`src/rtl/hazard_pkg.sv`:
```
// Shared types for the pipeline hazard controller: forwarding-source
// encoding and the per-stage shadow record.
package hazard_pkg;

  typedef enum logic [1:0] {
    FWD_RF  = 2'b00,
    FWD_MEM = 2'b01,
    FWD_WB  = 2'b10
  } fwd_sel_e;

  typedef struct packed {
    logic       valid;
    logic [4:0] rd;
    logic       wren;
    logic       is_load;
  } stage_info_t;

  localparam stage_info_t STAGE_BUBBLE = '0;

  // Younger producer (EX) wins over older (MEM); no match reads the regfile.
  function automatic fwd_sel_e pick_fwd(input logic hit_ex, input logic hit_mem);
    if (hit_ex)       return FWD_MEM;
    else if (hit_mem) return FWD_WB;
    else              return FWD_RF;
  endfunction

endpackage

```
`src/rtl/hazard_cmp.sv`:
```
// One source operand compared against one stage record. x0 never matches
// because it is hardwired to zero and never a real dependency.
module hazard_cmp (
  input  logic       used_i,
  input  logic [4:0] rs_i,
  input  logic       stage_valid_i,
  input  logic [4:0] stage_rd_i,
  input  logic       stage_wren_i,
  output logic       match_o
);

  assign match_o = used_i && stage_valid_i && stage_wren_i &&
                   (stage_rd_i == rs_i) && (stage_rd_i != 5'd0);

endmodule

```
`src/rtl/hazard_ctrl.sv`:
```
// Pipeline hazard controller: tracks the EX/MEM/WB destination records,
// raises load-use (or, without forwarding, any RAW) stalls, registers the
// EX operand forwarding selects and generates branch flushes.
// Build option: define HAZARD_FORWARD_EN to enable forwarding; when it is
// undefined, forwarding selects stay at the regfile and every in-flight
// RAW dependency stalls until the producer has retired.
module hazard_ctrl
  import hazard_pkg::*;
(
  input  logic       clk,
  input  logic       rst,
  input  logic [4:0] id_rs1_addr,
  input  logic [4:0] id_rs2_addr,
  input  logic       id_rs1_used,
  input  logic       id_rs2_used,
  input  logic [4:0] id_rd_addr,
  input  logic       id_rd_wren,
  input  logic       id_is_load,
  input  logic       id_valid,
  input  logic       ex_br_taken,
  output logic [1:0] fwd_a_sel,
  output logic [1:0] fwd_b_sel,
  output logic       stall_if,
  output logic       stall_id,
  output logic       flush_id,
  output logic       flush_ex
);

  stage_info_t ex_q, mem_q, wb_q;
  stage_info_t ex_d;
  fwd_sel_e    fwd_a_q, fwd_b_q;
  fwd_sel_e    fwd_a_d, fwd_b_d;

  logic [1:0]  src_used;
  logic [4:0]  src_addr [2];
  logic [1:0]  hit_ex;
  logic [1:0]  hit_mem;
  logic        raw_stall;
  logic        stall;
  logic        flush;
  logic        unused_bits;

  assign src_used    = {id_rs2_used, id_rs1_used};
  assign src_addr[0] = id_rs1_addr;
  assign src_addr[1] = id_rs2_addr;

  // One comparator per source per tracked stage.
  for (genvar gi = 0; gi < 2; gi++) begin : g_src
    hazard_cmp u_cmp_ex (
      .used_i       (src_used[gi]),
      .rs_i         (src_addr[gi]),
      .stage_valid_i(ex_q.valid),
      .stage_rd_i   (ex_q.rd),
      .stage_wren_i (ex_q.wren),
      .match_o      (hit_ex[gi])
    );
    hazard_cmp u_cmp_mem (
      .used_i       (src_used[gi]),
      .rs_i         (src_addr[gi]),
      .stage_valid_i(mem_q.valid),
      .stage_rd_i   (mem_q.rd),
      .stage_wren_i (mem_q.wren),
      .match_o      (hit_mem[gi])
    );
  end

`ifdef HAZARD_FORWARD_EN
  // Only a load in EX cannot be forwarded in time; WB matches are resolved
  // by the regfile's write-before-read, so wb_q is tracked but not compared.
  assign raw_stall   = ex_q.is_load && (|hit_ex);
  assign unused_bits = ^wb_q;
`else
  logic [1:0] hit_wb;

  for (genvar gi = 0; gi < 2; gi++) begin : g_src_wb
    hazard_cmp u_cmp_wb (
      .used_i       (src_used[gi]),
      .rs_i         (src_addr[gi]),
      .stage_valid_i(wb_q.valid),
      .stage_rd_i   (wb_q.rd),
      .stage_wren_i (wb_q.wren),
      .match_o      (hit_wb[gi])
    );
  end

  // No bypass network: wait until the producer has left WB.
  assign raw_stall   = (|hit_ex) || (|hit_mem) || (|hit_wb);
  assign unused_bits = wb_q.is_load;
`endif

  // A taken branch squashes the ID instruction, so any stall it caused is moot.
  assign flush = ex_br_taken && !rst;
  assign stall = raw_stall && !ex_br_taken && !rst;

  assign stall_if  = stall;
  assign stall_id  = stall;
  assign flush_id  = flush;
  assign flush_ex  = flush;
  assign fwd_a_sel = fwd_a_q;
  assign fwd_b_sel = fwd_b_q;

  // Next EX record and forwarding selects for whatever enters EX next edge.
  always_comb begin
    ex_d    = STAGE_BUBBLE;
    fwd_a_d = FWD_RF;
    fwd_b_d = FWD_RF;
    if (!stall && !flush) begin
      ex_d.valid   = id_valid;
      ex_d.rd      = id_rd_addr;
      ex_d.wren    = id_rd_wren;
      ex_d.is_load = id_is_load;
`ifdef HAZARD_FORWARD_EN
      if (id_valid) begin
        fwd_a_d = pick_fwd(hit_ex[0], hit_mem[0]);
        fwd_b_d = pick_fwd(hit_ex[1], hit_mem[1]);
      end
`endif
    end
  end

  // Advance the shadow pipeline and latch the forwarding selects.
  always_ff @(posedge clk or posedge rst) begin
    if (rst) begin
      ex_q    <= STAGE_BUBBLE;
      mem_q   <= STAGE_BUBBLE;
      wb_q    <= STAGE_BUBBLE;
      fwd_a_q <= FWD_RF;
      fwd_b_q <= FWD_RF;
    end else begin
      ex_q    <= ex_d;
      mem_q   <= ex_q;
      wb_q    <= mem_q;
      fwd_a_q <= fwd_a_d;
      fwd_b_q <= fwd_b_d;
    end
  end

endmodule

```
`config.mk`:
```
export PLATFORM = sky130hd
export DESIGN_NAME = hazard_ctrl
export DESIGN_NICKNAME = d
export VERILOG_FILES = /design/src/rtl/hazard_pkg.sv /design/src/rtl/hazard_cmp.sv /design/src/rtl/hazard_ctrl.sv
export SDC_FILE = /design/constraint.sdc
export NUM_CORES = 1
export LEC_CHECK = 0
export CAP_MARGIN = 30
export CORE_MARGIN = 4
export CORE_UTILIZATION = 49
export CTS_BUF_LIST = sky130_fd_sc_hd__clkbuf_8
export DETAILED_ROUTE_END_ITERATION = 16
export PLACE_DENSITY = 0.78
export SLEW_MARGIN = 10
export SYNTH_ARGS = -nofsm -noshare
export SYNTH_HDL_FRONTEND = slang
export SYNTH_SLANG_ARGS = --single-unit
```
`constraint.sdc`:
```
create_clock -name clk -period 2.2 [get_ports clk]
set_input_delay 0.22 -clock clk [delete_from_list [all_inputs] [get_ports clk]]
set_output_delay 0.22 -clock clk [all_outputs]
set_load 0.005 [all_outputs]
```
-- Yosys cells after proc, flatten, opt, wreduce, memory -nomap -nowiden
Cells that the tools add are included.
- reductions and logical operators: 40
- add/sub/neg operators: 0
- shift-type cells: 0
- mux-type cells: 1
- bitwise gates (word level): 0
- divide/modulo/power cells: 0
- magnitude comparators: 0
- equality and inequality tests: 6
- multiply operators: 0
- operators by type and width (cell ; number):
    equality test 5 bit ; 6
    logical AND 1 bit ; 28
    nonzero test 5 bit ; 3
    2-to-1 mux 8 bit ; 1
    OR reduction 2 bit ; 3
    logical NOT 1 bit ; 4
    logical OR 1 bit ; 2
- latch bits: 0
- bits of input ports: 23
- word-level logic and storage cells: 56
- memories kept: 0
- bits in registers: 21
- memory bits (writable): 0
- memory bits (read-only): 0
- output and inout bits: 8

-- Logic depth before layout (Yosys ltp)
Gate-level depths: netlist (run 1).
- depth in word-level cells: 12
- mapped depth: 6
- gate-level depth less buffers: 5

-- Hierarchy
A second synthesis (run 1) with hierarchy kept.
- cell total of the unflattened synthesis: 116
- area, all modules: 1174.9 µm²
- modules (own cells, without submodules) (module ; seq. area each (µm²) ; cells each ; area each (µm²) ; instances):
    hazard_ctrl ; 525.5 ; 56 ; 754.5 ; 1
    hazard_cmp ; 0.0 ; 10 ; 70.1 ; 6

-- Worst setup path before layout (run 1)
No wires, ideal clock.
- path kind: reg-to-output
- start: register mem_q[6] (netlist bit)
- end: output port stall_if
- data arrival time: 1618 ps
- required time: 1980 ps
- path buffers: 1
- stages on the path, launching flop included: 7
- setup slack: 362 ps
- cell sequence: dfrtp_1 -> xor2_1 -> nor4_2 -> nand3_1 -> a211oi_4 -> o21a_1 -> buf_4
- longest elaborated chain between the ends: 8
- elaborated cells on any way between the ends: 12
- those cells by class: eq/ne (2); reduce/logical (10)
- RTL lines (element ; line ; RTL):
    start: declaration ; hazard_ctrl.sv:29 ; stage_info_t ex_q, mem_q, wb_q;
    start signal: assignment ; hazard_ctrl.sv:131 ; mem_q <= ex_q;
    equality test 5 bit ; hazard_cmp.sv:13 ; (stage_rd_i == rs_i) && (stage_rd_i != 5'd0);
    logical AND 1 bit ; hazard_cmp.sv:12 ; assign match_o = used_i && stage_valid_i && stage_wren_i &&
    logical AND 1 bit ; hazard_cmp.sv:13 ;
    OR reduction 2 bit (*) ; hazard_ctrl.sv:87 ; assign raw_stall = (|hit_ex) || (|hit_mem) || (|hit_wb);
    logical OR 1 bit (*) (2 in a row) ; hazard_ctrl.sv:87 ;
    logical AND 1 bit (*) (2 in a row) ; hazard_ctrl.sv:93 ; assign stall = raw_stall && !ex_br_taken && !rst;
    end: declaration ; hazard_ctrl.sv:23 ; output logic stall_if,
Every way passes the cells marked *; elsewhere a longest branch is shown, timed or not.

-- Worst setup path in the final report (run 1)
- start: register mem_q[6] (netlist bit)
- end: output port stall_id
- longest elaborated chain between the ends: 8
- elaborated cells on any way between the ends: 12
- those cells by class: eq/ne (2); reduce/logical (10)
- RTL lines (element ; line ; RTL):
    equality test 5 bit ; hazard_cmp.sv:13 ;
    logical AND 1 bit ; hazard_cmp.sv:12 ;
    logical AND 1 bit ; hazard_cmp.sv:13 ;
    OR reduction 2 bit (*) ; hazard_ctrl.sv:87 ;
    logical OR 1 bit (*) (2 in a row) ; hazard_ctrl.sv:87 ;
    logical AND 1 bit (*) (2 in a row) ; hazard_ctrl.sv:93 ;
    end: declaration ; hazard_ctrl.sv:24 ; output logic stall_id,
Marked as above.

==> results of run 1 <==
-- synth_stat cells, types with 2 or more instances --
master	number	area share, %
nand2_1	8	2.6
a32oi_1	2	1.5
and2_1	2	1.1
buf_4	6	3.9
xor2_1	24	18
o211ai_2	2	2.2
nand3_1	2	0.86
clkbuf_1	2	0.65
inv_1	8	2.6
dfrtp_1	21	45
xnor2_1	6	4.5
o41ai_1	7	5.3
or4_1	2	1.3
nor4_1	5	2.7
-- cells by family (layout without fill, tap and decap cells) --
| group | count (synthesis) | after routing | share of synthesized area [%] |
|---|---|---|---|
| buffers and inverters | 16 | 57 | 7.14 |
| AO/OA/AOI/OAI | 14 | 14 | 12.4 |
| flip-flops | 21 | 21 | 45.4 |
| AND/OR/NAND/NOR | 24 | 24 | 12.0 |
| other | 1 | 4 | 0.324 |
| XOR/XNOR | 30 | 30 | 22.7 |
-- state kept, by name, indices dropped and copies added (netlist names) --
signal,flops
wb_q,7
mem_q,7
ex_q,7
-- power by group --
part	total (mW)	internal [mW]	switching, mW
Combinational	0.220	0.119	0.101
Clock	0.245	0.126	0.120
Sequential	0.448	0.418	0.0302
Total	0.913	0.663	0.251
-- through the flow --
stage               hold slack [ps]  setup TNS [ps]  setup WS (ps)  power, mW
floorplan                       334               0            362      0.551
global placement                357            -591           -296      0.633
detailed placement              360            -635           -325      0.640
CTS                             376           -41.8          -41.8      0.897
global route                    383            -373           -223      0.958
finish                          375           -45.9          -45.9      0.913
-- routing by layer --
metal  global-route usage, %  vias up
met5                       0        -
met4                    7.12        0
met3                    4.37        6
met2                    35.1       32
met1                    21.4      445
li1                        -      445
-- placed cells by master, fill, tap and decap left out, types with 3 or more instances in the layout --
cell type | Yosys | routed
inv_1 | 8 | 8
buf_6 | 0 | 3
dfrtp_1 | 21 | 19
nand2_1 | 8 | 8
xor2_1 | 24 | 24
or4_4 | 1 | 3
clkbuf_8 | 0 | 3
clkdlybuf4s50_1 | 0 | 20
nor4_2 | 1 | 4
o41ai_1 | 7 | 7
buf_4 | 6 | 18
conb_1 | 1 | 4
xnor2_1 | 6 | 6
-- worst max path at each step --
| stage | cells after the start | startpoint | slack [ps] | endpoint |
|---|---|---|---|---|
| 2_1_floorplan | 6 | mem_q[6] | 360 | stall_if |
| 3_3_place_gp | 7 | id_rs1_addr[4] | -300 | stall_if |
| 3_5_place_dp | 8 | id_rs1_addr[3] | -330 | stall_id |
| 4_1_cts | 6 | ex_q[3] | -40 | stall_id |
| 5_1_grt | 7 | mem_q[6] | -220 | stall_id |
| 6_report | 7 | mem_q[6] | -50 | stall_id |
-- critical path, cell delays in order, from the launching register on --
cell,delay (ps)
dfrtp_1,410
xor2_1,180
nor4_2,330
nand3_1,180
a211oi_4,290
o21a_1,180
buf_4,110
buf_6,80
-- area by class of cell --
type                            count  area, sq um  area share [%]
Multi-Input combinational cell     72          592            36.2
Clock buffer                        3         41.3            2.52
Sequential cell                    21          528            32.3
Inverter                            8         30.0            1.84
Clock inverter                      1         5.00           0.306
Timing Repair Buffer               45          404            24.7
Tap cell                           28         35.0            2.14
-- repair_timing --
action                     CTS  global route
setup buffers                5             3
hold buffers                 0             0
pin swaps                    7             9
gates resized for setup     11            11
setup endpoints to repair    2             2
==> results.ini, run 1 <==
[routing]
vias = 928
met2_length_mm = 1.63
vias_per_cell = 5.21
wl_met3_um = 182
drt_iter0_markers = 6
top_layer = met4
wl_met1_mm = 1.12
postRouteAntennaNets = 0
dr.pass1.iters = 4
avgRoutedWirePerCell_um = 16.9
routed_wl_mm = 3.01
drc = 0

[sta]
finalSetupViolations = 1
finalHoldViolCount = 0
worst_slack_ps = -45.9
fmax_mhz = 445
min_period_ps = 2250
fin_skew_ps = 2.93
drv_slew = 0
rsz0062_at_grt = yes
layout_worst_path_cycle_share_pct = 102

[placed_design]
dp_cells = 166
routabilityCongestion = 0.854
dp_hpwl_mm = 2.08
place_area_sq_um = 1490
numPortBuffers = 25

[clock_tree]
clkSlewWorstSetupHoldPaths_ps = 70
cts_tree = built
root_buffer = clkbuf_8
clockBufferDepth = 2
numCtsBuffers = 3
cts_sinks = 21
clock_latency_ps = 260
htreeDepth = 1

[worst_hold_path]
hp-class = flop to flop
hold_depth = 0
whs_endpoint = wb_q[7]
min_from = mem_q[7]

[grt]
grt_use_total_pct = 19.2
antenna_found_initial = 0
grt_pass1_vias = 981
grt_max_degree = 22
overflow = 0
grt_pass1_wl_mm = 4.63

[run_status]
violations = negative setup slack
status = complete, but fails checks

[floorplanning]
die_h_um = 56.6
ioPinCount = 31
start_util_pct = 51.8
fp-row-count = 17
dieArea_sq_um = 3200
core_sq_um = 2230
die_x_um = 56.6

[setup_path]
worstSetupPathType = flop to primary output
endpoint_kind = primary output
reg2reg_to = ex_q[5]
r2r_cells = 6
cp.arrival_ps = 2030
ff2ff_setup_slack_ps = 230
start_kind = flop
critical_path_required_ps = 1980
worstReg2RegStart = mem_q[3]
crit_fanout = 3

[logic_synthesis]
synth_warnings = 0
netlist_instances = 106
avgSynthCellArea_sq_um = 10.9
async_reset_ff_share_pct = 100
seq_area_frac_synth_pct = 45.4
netlist_area_sq_um = 1160
ys_types = 23
synth_edf_count = 0
yosys_register_bits = 21
synth_top_flop_cell = dfrtp_1

[finish]
area_growth_pct = 41.3
diodes = 0
drive_gt1_share_pct = 26.7
nFillCells = 178
instances_no_fill = 178
final_nets = 174
utilization_pct = 73.2
final_area_sq_um = 1640

[job]
cap_violations = 0

[power_and_ir_drop]
power_leakage_nw = 0.732
power_density_nw_per_um2 = 558
ir_worst_vdd_v = 0.000531

Note: power is estimated with default switching activity, not from simulation.
==> run 2: changes to the inputs <==
Settings changed: SKIP_CTS_REPAIR_TIMING set to 1.
==> run 2 against run 1 <==
  * Utilization is 2.0 points lower
  * Clock power hardly changed
  * Final cell count is 2.8% lower
  * First-iteration DRC count did not move
  * Hold slack is essentially flat
  * The run still ends with negative setup slack left
==> results.ini, run 2 (same netlist as run 1, synthesis figures left out) <==
[finish]
drive_gt1_share_pct = 22.8  ; was 26.7%
final_cell_mix = xor2_1, clkdlybuf4s50_1, dfrtp_1  ; unchanged
diodes = 0  ; unchanged
final_area_sq_um = 1590  ; was 1640 sq um
final_common_cell = xor2_1  ; unchanged
area_growth_pct = 37.4  ; was 41.3%
final_nets = 169  ; was 174
reg_top3 = ex_q: 7 flops, mem_q: 7 flops, wb_q: 7 flops  ; unchanged
instances_no_fill = 173  ; was 178

[clock_tree]
root_buffer = clkbuf_8  ; unchanged
clkSlewWorstSetupHoldPaths_ps = 70  ; about the same
cts_tree = built  ; unchanged
numCtsBuffers = 3  ; unchanged
cts_sinks = 21  ; unchanged
clockBufferDepth = 2  ; unchanged
htreeDepth = 1  ; unchanged
clock_latency_ps = 260  ; about the same

[grt]
overflow = 0  ; unchanged
grt_use_total_pct = 18.3  ; was 19.2%
grt_pass1_vias = 919  ; was 981
grt_max_degree = 22  ; unchanged
grt_pass1_wl_mm = 4.37  ; was 4.63 mm
antenna_found_initial = 0  ; unchanged

[routing]
routed_wl_mm = 2.77  ; was 3.01 mm
drt_iter0_markers = 6  ; unchanged
avgRoutedWirePerCell_um = 16.0  ; was 16.9 um
vias_per_cell = 5.15  ; was 5.21
drc = 0  ; unchanged
vias = 891  ; was 928
dr.pass1.iters = 3  ; was 4
postRouteAntennaNets = 0  ; unchanged

[setup_path]
r2r_cells = 6  ; unchanged
cp.arrival_ps = 1990  ; was 2030 ps
critical_path_required_ps = 1980  ; about the same
endpoint_kind = primary output  ; unchanged
worstSetupPathType = flop to primary output  ; unchanged
crit_fanout = 4  ; was 3
start_kind = flop  ; unchanged

[placed_design]
place_area_sq_um = 1490  ; unchanged
dp_hpwl_mm = 2.08  ; unchanged
preCtsSetupSlack_ps = -325  ; unchanged
routabilityCongestion = 0.854  ; unchanged
numPortBuffers = 25  ; unchanged
dp_cells = 166  ; unchanged

[floorplanning]
ioPinCount = 31  ; unchanged
die_h_um = 56.6  ; unchanged
core_sq_um = 2230  ; unchanged
start_util_pct = 51.8  ; unchanged
fp-row-count = 17  ; unchanged
dieArea_sq_um = 3200  ; unchanged
die_x_um = 56.6  ; unchanged

[worst_hold_path]
hp-class = flop to flop  ; unchanged
hold_depth = 0  ; unchanged

[sta]
fin_skew_ps = 5.60  ; was 2.93 ps
tns_ps = -12.8  ; was -45.9 ps
worst_slack_ps = -12.8  ; was -45.9 ps
finalHoldViolCount = 0  ; unchanged
rsz0062_at_grt = yes  ; unchanged
finalSetupViolations = 1  ; unchanged
fmax_mhz = 452  ; was 445 MHz
layout_worst_path_cycle_share_pct = 101  ; was 102%
min_period_ps = 2210  ; was 2250 ps
drv_slew = 0  ; unchanged

[run_status]
status = complete, but fails checks  ; unchanged
violations = negative setup slack  ; unchanged

[power_and_ir_drop]
ir_worst_vdd_v = 0.000511  ; was 0.000531 V
power_density_nw_per_um2 = 562  ; was 558 nW/um^2
power_leakage_nw = 0.726  ; was 0.732 nW
fin_total_pwr_mw = 0.894  ; was 0.913 mW

[job]
cap_violations = 0  ; unchanged

[run 2: cell count changes in the layout (fill, tap and decap cells not counted), sizes merged]
cell,change
buf,-7
clkbuf,+1
clkdlybuf4s50,+1
dlygate4sd2,-2
dlymetal6s2s,+2
[run 2: worst max-delay path, cell delays in order (launching register included)]
cell,delay (ps)
dfrtp_1,430
or4_4,550
o211ai_2,210
o22ai_2,110
o21a_1,200
buf_4,130
clkbuf_2,100
[run 2: metal layers]
metal,vias up,track usage [%],wire (um)
met3,4,3.45,133
met1,425,21.5,1080
met5,-,0,0
met2,26,32.0,1520
li1,436,-,-
met4,0,8.14,40
[run 2: final timing paths]
kind / startpoint / end / slack [ps]
setup reg to reg: mem_q[3] / ex_q[5] / 240
min in group asynchronous: rst / ex_q[7] / 540
hold / removal: mem_q[7] / wb_q[7] / 370
hold reg to reg: mem_q[7] / wb_q[7] / 370
setup / recovery: ex_q[2] / stall_id / -10
max in group asynchronous: rst / mem_q[2] / 1430
[run 2: stage by stage]
step,util (%),hold WS [ps]
2_1_floorplan,-,334
3_3_place_gp,66.8,357
3_5_place_dp,66.8,360
4_1_cts,68.9,376
5_1_grt,71.2,383
6_report,71.2,374
[run 2: final cells by class]
cell class              instances  area [sq um]
fillers                       178           643
multi-input cells              72           586
flip-flops and latches         21           528
repair buffers                 40           365
clock buffers                   3          41.3
well taps                      28          35.0
inverters                       8          30.0
clock inverters                 1          5.00
[run 2: report_power, final]
group	internal (mW)	total, mW	leakage (nW)	switching [mW]
Combinational	0.108	0.196	0.451	0.0878
Clock	0.126	0.246	0.0255	0.120
Sequential	0.418	0.452	0.250	0.0342
